$ cat src/rtl/ark_pkg.sv
// ark_pkg: shared definitions for the AddRoundKey round sequencer.
//   - ark_state_e : sequencer FSM states (IDLE, RUN, LAST)
//   - KL_*        : key-length codes carried on the key_len input
//   - NR_*        : AES round counts for each legal key length
//   - nr_of()     : key_len code -> round count Nr (0 for the illegal code)
package ark_pkg;

    typedef enum logic [1:0] {
        IDLE = 2'd0,
        RUN  = 2'd1,
        LAST = 2'd2
    } ark_state_e;

    localparam logic [1:0] KL_128     = 2'd0;
    localparam logic [1:0] KL_192     = 2'd1;
    localparam logic [1:0] KL_256     = 2'd2;
    localparam logic [1:0] KL_ILLEGAL = 2'd3;

    localparam int unsigned NR_128 = 32'd10;
    localparam int unsigned NR_192 = 32'd12;
    localparam int unsigned NR_256 = 32'd14;

    // Round count for a key-length code; the illegal code maps to 0 so a
    // stray use can never extend a pass.
    function automatic int unsigned nr_of(input logic [1:0] key_len);
        int unsigned nr;
        case (key_len)
            KL_128:  nr = NR_128;
            KL_192:  nr = NR_192;
            KL_256:  nr = NR_256;
            default: nr = 32'd0;
        endcase
        return nr;
    endfunction

endpackage

$ cat src/rtl/ark_out_reg.sv
// ark_out_reg: single-entry valid/ready output register with a last flag.
//   clk, rst      : clock, asynchronous active-low reset
//   flush         : drop any held result (valid and last cleared)
//   load          : capture load_data/load_last; may coincide with a
//                   downstream accept so the slot is refilled with no bubble
//   out_data/out_valid/out_last/out_ready : downstream handshake
//   slot_free     : the register can take a new result this cycle
module ark_out_reg
    import ark_pkg::*;
#(
    parameter int BLOCK_W = 128
) (
    input  logic               clk,
    input  logic               rst,
    input  logic               flush,
    input  logic               load,
    input  logic [BLOCK_W-1:0] load_data,
    input  logic               load_last,
    output logic [BLOCK_W-1:0] out_data,
    output logic               out_valid,
    output logic               out_last,
    input  logic               out_ready,
    output logic               slot_free
);

    logic [BLOCK_W-1:0] data_r;
    logic               valid_r;
    logic               last_r;

    assign out_data  = data_r;
    assign out_valid = valid_r;
    assign out_last  = last_r;

    // Empty, or being drained this cycle: either way a new result fits.
    assign slot_free = !valid_r || out_ready;

    // Output slot: flush beats load, load beats drain, otherwise hold.
    always_ff @(posedge clk or negedge rst) begin
        if (!rst) begin
            data_r  <= {BLOCK_W{1'b0}};
            valid_r <= 1'b0;
            last_r  <= 1'b0;
        end else if (flush) begin
            valid_r <= 1'b0;
            last_r  <= 1'b0;
        end else if (load) begin
            data_r  <= load_data;
            valid_r <= 1'b1;
            last_r  <= load_last;
        end else if (valid_r && out_ready) begin
            valid_r <= 1'b0;
            last_r  <= 1'b0;
        end else begin
            data_r  <= data_r;
            valid_r <= valid_r;
            last_r  <= last_r;
        end
    end

endmodule

$ cat src/rtl/ark_round_sequencer.sv
// ark_round_sequencer: drives one AES cipher pass (encrypt or decrypt,
// AES-128/192/256) through the AddRoundKey stage. Each round it asks the
// key schedule for the right round-key index, XORs that key into the state
// coming from the round datapath and emits the result with a last-round
// flag; a done pulse marks the end of the pass.
//   clk, rst                      : clock, asynchronous active-low reset
//   start, mode, key_len          : pass request, sampled only in IDLE
//   abort                         : synchronous cancel of a running pass
//   st_data/st_valid/st_ready     : state input handshake
//   rk_req/rk_idx/rk_data/rk_valid: round-key request and response
//   out_data/out_valid/out_ready/out_last : result handshake
//   round, busy, done, err        : status
module ark_round_sequencer
    import ark_pkg::*;
#(
    parameter int BLOCK_W = 128,
    parameter int ROUND_W = 4
) (
    input  logic               clk,
    input  logic               rst,
    input  logic               start,
    input  logic               mode,
    input  logic [1:0]         key_len,
    input  logic               abort,
    input  logic [BLOCK_W-1:0] st_data,
    input  logic               st_valid,
    output logic               st_ready,
    output logic               rk_req,
    output logic [ROUND_W-1:0] rk_idx,
    input  logic [BLOCK_W-1:0] rk_data,
    input  logic               rk_valid,
    output logic [BLOCK_W-1:0] out_data,
    output logic               out_valid,
    output logic               out_last,
    input  logic               out_ready,
    output logic [ROUND_W-1:0] round,
    output logic               busy,
    output logic               done,
    output logic               err
);

    // Encrypt walks keys 0..Nr, decrypt walks Nr..0 for the same round count.
    function automatic logic [ROUND_W-1:0] key_index(
        input logic               m,
        input logic [ROUND_W-1:0] nr,
        input logic [ROUND_W-1:0] rnd
    );
        logic [ROUND_W-1:0] idx;
        if (m) begin
            idx = nr - rnd;
        end else begin
            idx = rnd;
        end
        return idx;
    endfunction

    ark_state_e         state_r;
    ark_state_e         state_nxt_s;

    logic               mode_r;
    logic               mode_nxt_s;
    logic [ROUND_W-1:0] nr_r;
    logic [ROUND_W-1:0] nr_nxt_s;
    logic [ROUND_W-1:0] nr_dec_s;
    logic [ROUND_W-1:0] round_r;
    logic [ROUND_W-1:0] round_nxt_s;
    logic [ROUND_W-1:0] rk_idx_r;
    logic               busy_r;
    logic               done_r;
    logic               done_nxt_s;
    logic               err_r;
    logic               err_nxt_s;

    logic               rk_req_s;
    logic               st_ready_s;
    logic               fire_s;
    logic               abort_s;
    logic               last_round_s;
    logic               slot_free_s;
    logic               out_take_s;
    logic               out_valid_s;

    assign nr_dec_s     = ROUND_W'(nr_of(key_len));
    // abort is meaningless while idle, so it is only honoured mid-pass.
    assign abort_s      = abort && (state_r != IDLE);
    assign last_round_s = (round_r == nr_r);
    assign fire_s       = st_valid && st_ready_s;
    assign out_take_s   = out_valid_s && out_ready;

    assign st_ready  = st_ready_s;
    assign rk_req    = rk_req_s;
    assign rk_idx    = rk_idx_r;
    assign round     = round_r;
    assign busy      = busy_r;
    assign done      = done_r;
    assign err       = err_r;
    assign out_valid = out_valid_s;

    // FSM state register.
    always_ff @(posedge clk or negedge rst) begin
        if (!rst) begin
            state_r <= IDLE;
        end else begin
            state_r <= state_nxt_s;
        end
    end

    // FSM next state plus the handshake strobes toward datapath and key schedule.
    always_comb begin
        state_nxt_s = state_r;
        rk_req_s    = 1'b0;
        st_ready_s  = 1'b0;
        if (abort_s) begin
            state_nxt_s = IDLE;
        end else begin
            case (state_r)
                IDLE: begin
                    if (start && (key_len != KL_ILLEGAL)) begin
                        state_nxt_s = RUN;
                    end else begin
                        state_nxt_s = IDLE;
                    end
                end
                RUN: begin
                    // Only ask for / accept work when the result has somewhere to go.
                    rk_req_s   = slot_free_s;
                    st_ready_s = rk_valid && slot_free_s;
                    if (st_valid && st_ready_s && last_round_s) begin
                        state_nxt_s = LAST;
                    end else begin
                        state_nxt_s = RUN;
                    end
                end
                LAST: begin
                    if (out_take_s) begin
                        state_nxt_s = IDLE;
                    end else begin
                        state_nxt_s = LAST;
                    end
                end
                default: begin
                    state_nxt_s = IDLE;
                end
            endcase
        end
    end

    // Next pass context (mode, Nr, round) and the done/err pulse requests.
    always_comb begin
        mode_nxt_s  = mode_r;
        nr_nxt_s    = nr_r;
        round_nxt_s = round_r;
        done_nxt_s  = 1'b0;
        err_nxt_s   = 1'b0;
        if (abort_s) begin
            round_nxt_s = {ROUND_W{1'b0}};
        end else begin
            case (state_r)
                IDLE: begin
                    if (start && (key_len != KL_ILLEGAL)) begin
                        mode_nxt_s  = mode;
                        nr_nxt_s    = nr_dec_s;
                        round_nxt_s = {ROUND_W{1'b0}};
                    end else if (start) begin
                        err_nxt_s = 1'b1;
                    end else begin
                        round_nxt_s = round_r;
                    end
                end
                RUN: begin
                    // The final round holds its count until the result drains in LAST.
                    if (fire_s && !last_round_s) begin
                        round_nxt_s = round_r + ROUND_W'(1);
                    end else begin
                        round_nxt_s = round_r;
                    end
                end
                LAST: begin
                    if (out_take_s) begin
                        round_nxt_s = {ROUND_W{1'b0}};
                        done_nxt_s  = 1'b1;
                    end else begin
                        round_nxt_s = round_r;
                    end
                end
                default: begin
                    round_nxt_s = {ROUND_W{1'b0}};
                end
            endcase
        end
    end

    // Pass context and status registers; rk_idx is precomputed from the next
    // context so the key request never depends combinationally on inputs.
    always_ff @(posedge clk or negedge rst) begin
        if (!rst) begin
            mode_r   <= 1'b0;
            nr_r     <= {ROUND_W{1'b0}};
            round_r  <= {ROUND_W{1'b0}};
            rk_idx_r <= {ROUND_W{1'b0}};
            busy_r   <= 1'b0;
            done_r   <= 1'b0;
            err_r    <= 1'b0;
        end else begin
            mode_r   <= mode_nxt_s;
            nr_r     <= nr_nxt_s;
            round_r  <= round_nxt_s;
            rk_idx_r <= key_index(mode_nxt_s, nr_nxt_s, round_nxt_s);
            busy_r   <= (state_nxt_s != IDLE);
            done_r   <= done_nxt_s;
            err_r    <= err_nxt_s;
        end
    end

    ark_out_reg #(
        .BLOCK_W (BLOCK_W)
    ) u_out_reg (
        .clk       (clk),
        .rst       (rst),
        .flush     (abort_s),
        .load      (fire_s),
        .load_data (st_data ^ rk_data),
        .load_last (last_round_s),
        .out_data  (out_data),
        .out_valid (out_valid_s),
        .out_last  (out_last),
        .out_ready (out_ready),
        .slot_free (slot_free_s)
    );

endmodule

$ cat config.mk
export PLATFORM = sky130hd
export DESIGN_NAME = ark_round_sequencer
export DESIGN_NICKNAME = d
export VERILOG_FILES = /design/src/rtl/ark_pkg.sv /design/src/rtl/ark_out_reg.sv /design/src/rtl/ark_round_sequencer.sv
export SDC_FILE = /design/constraint.sdc
export NUM_CORES = 1
export LEC_CHECK = 0
export ABC_CLOCK_PERIOD_IN_PS = 3970
export BUFFER_PORTS_ARGS = -buffer_cell sky130_fd_sc_hd__buf_2
export CAP_MARGIN = 20
export CORE_AREA = 3 3 158 160
export DETAILED_ROUTE_END_ITERATION = 12
export DIE_AREA = 0 0 161 163
export HOLD_SLACK_MARGIN = 0.05
export SYNTH_ARGS = -nofsm -noshare
export SYNTH_HDL_FRONTEND = slang
export SYNTH_SLANG_ARGS = --single-unit
$ cat constraint.sdc
create_clock -name clk -period 3.97 [get_ports clk]
set_clock_uncertainty 0.1 [all_clocks]
set_input_delay 0.794 -clock clk [delete_from_list [all_inputs] [get_ports clk]]
set_output_delay 0.794 -clock clk [all_outputs]
set_load 0.01 [all_outputs]
==> results.toml <==
[floorplan]
rows = 56
start_util = 0.291
core_sq_um = 23500
die_area_sq_um = 26200
die_y_um = 163
die_width_um = 161
ios = 409

[place]
port-buffer-count = 408
dp_hpwl_mm = 16.6
gp_congestion = 0.873
dpl_worst_slack_ns = 0.446

[synthesis]
async_flop_share = 1.00
synth_ff_type = "dfrtp_1"
synth_edf_count = 0
ys_seq_area_frac = 0.540
synth_cell_types = 44
yosysWarningCount = 0
syn_area_sq_um = 6860
avgSynthCellArea_sq_um = 10.3
synth_nets = 940
synth_seq_cells = 148
synthCells = 665

[clocking]
cts.htree.levels = 4
clkTransAtPathRegs_ns = 0.06
cts-resized-gates = 0
hold_buffers = 0
clockBufferDepth = 2
post-cts-setup-buffers = 0
cts_root_buffer = "clkbuf_16"
worstSkewPairLatency_ns = 0.41
cts_buffers = 17
cts_tree = "built"
cts_sinks = 148

[detailed_routing]
drc_errors = 0
avgViaCountPerCell = 4.27
drt-initial-drc-count = 321
wirelength_mm = 20.9
vias = 5969
avgRoutedWirePerCell_um = 15.0
detail-route-antenna-nets = 0
drtPass1Iterations = 4

[cells_and_area]
drive_above_1_share = 0.418
syn_to_final_growth_pct = 41.8
fin_nets = 1339
layout_common_cells = "407 x buf_2, 148 x dfrtp_1, 135 x nor2_1, 135 x xnor2_1, 133 x a21oi_1"
final_common_cell = "buf_2"

[critical_path]
start_kind = "primary input"
cp_cell_sequence = "buf_2 > ha_1 > or4b_4 > o31ai_1 > ha_1 > nand3b_1 > nand2_1 > xnor2_1 > o32ai_2 > xnor2_1"
cpPeakStageDelay_ns = 0.59
critPathRequiredTime_ns = 4.20
critical_path_buf_inv_count = 1
critPathKind = "in2reg"
critPathMaxFanout = 11
end_kind = "flop"
slowest_stage = "or4b_4"
crit_arrival_ns = 3.32
crit_family = "simple AND/OR/NAND/NOR gates"

[power_and_ir_drop]
power_density_nw_per_um2 = 683
seqPwrFrac = 0.389
p_leak_nw = 4.56
power_frac_comb = 0.379
p_sw_frac = 0.368
vdd_ir_drop_max_mv = 0.240
switching_power_w = 0.00244
intPower_w = 0.00420
pwr-share-clk = 0.232

[sta]
fmax_mhz = 323
slew_headroom = 0.499
setup_violations = 0
finalHoldViolations = 0
min_period_over_period = 0.779
finalWorstSetupSlack_ns = 0.877
drv_slew = 0
worstMarginPinSlew_ns = 0.751
setup_tns_ns = 0
rsz0062_at_grt = "no"
finalCriticalPeriod_ns = 3.09

[worst_hold_path]
hold_class = "in2async"

[global_routing]
grt-ovfl-total = 0
grtUsageTotal = 0.154
grt_max_degree = 149
antenna_found_initial = 1
grt_pass1_wl_mm = 31.7
grt_pass1_vias = 5924

[run]
maxCapViolCount = 0

[outcome]
status = "complete, no violations"
==> worst paths after layout <==
check	start	end	slack, ns	cells after the start
setup / recovery	key_len[0]	rk_idx[3]$_DFF_PN0_	0.88	10
hold / removal	rst	u_out_reg.out_data[63]$_DFFE_PN0P_	0.28	1
setup reg to reg	state_r[0]$_DFF_PN0_	rk_idx[3]$_DFF_PN0_	1.01	8
hold reg to reg	u_out_reg.out_data[109]$_DFFE_PN0P_	u_out_reg.out_data[109]$_DFFE_PN0P_	0.42	2
max in group asynchronous	rst	u_out_reg.out_data[117]$_DFFE_PN0P_	2.64	2
min in group clk	u_out_reg.out_data[109]$_DFFE_PN0P_	u_out_reg.out_data[109]$_DFFE_PN0P_	0.42	2
==> per-layer routing <==
metal | global-route usage | share of wire | vias to the layer above
met5 | 0 | 0 | -
met3 | 0.0493 | 0.072 | 15
li1 | - | - | 3001
met2 | 0.269 | 0.51 | 226
met4 | 0.0364 | 0.011 | 0
met1 | 0.185 | 0.41 | 2727
==> flip-flops by register name, summed over array words and instances (netlist names) <==
register and flops:
busy 1, mode_r 1, err 1, u_out_reg.out_data 128
u_out_reg.out_last 1, state_r 2, nr_r 4, u_out_reg.out_valid 1
round 4, done 1, rk_idx 4
==> area by class of cell <==
class | instances | area (sq um)
antenna | 1 | 2.50
clock buffer | 19 | 433
clock inverter | 13 | 125
fill | 2378 | 13800
inverter | 9 | 33.8
multi-input combinational | 476 | 2920
sequential | 148 | 3700
tap | 319 | 399
timing repair buffer | 412 | 2100
==> cells in the mapped netlist (all sizes together) (2+ instances only) <==
cell	n	area [sq um]
nor2	135	507
clkbuf	2	7.51
and3	2	12.5
ha	8	100
o21a	3	22.5
nand2b	2	12.5
nand2	11	41.3
inv	9	33.8
o31ai	3	22.5
buf	30	189
a21oi	133	666
o21ai	7	35.0
dfrtp	148	3700
a32oi	2	17.5
nor3	6	30.0
nor3b	3	22.5
nor2b	2	12.5
xnor2	135	1180
and2	3	18.8
==> power groups by stage <==
stage	Clock [W]	Sequential, W	Combinational, W
2_1_floorplan	0	0.00293	0.00104
3_3_place_gp	0	0.00259	0.00251
3_5_place_dp	0	0.00262	0.00256
4_1_cts	0.00160	0.00259	0.00256
5_1_grt	0.00166	0.00268	0.00279
6_report	0.00154	0.00258	0.00251
==> logic make-up (layout without fill, tap and decap cells) <==
kind of cell	count (synthesis)	in the layout	share of synthesized area
buffers and inverters	41	453	0.0336
AND/OR/NAND/NOR	174	174	0.109
XOR/XNOR	136	136	0.174
multiplexers	2	2	0.00493
other	0	1	0
adder cells (fa/ha/maj)	9	9	0.0175
AO/OA/AOI/OAI	155	155	0.121
flip-flops	148	148	0.540
==> per-stage QoR <==
| step | instances | util | power [W] | hold WS (ns) | cell area, sq um |
|---|---|---|---|---|---|
| after floorplan | 665 | - | 0.00396 | 0.379 | 6860 |
| after global placement | 1364 | 0.389 | 0.00511 | 0.404 | 9160 |
| after detailed placement | 1364 | 0.389 | 0.00517 | 0.413 | 9160 |
| after CTS | 1396 | 0.413 | 0.00675 | 0.317 | 9720 |
| after global routing | 1397 | 0.413 | 0.00713 | 0.328 | 9720 |
| final | 1397 | 0.413 | 0.00664 | 0.284 | 9720 |
(Power assumes the default switching activity.)
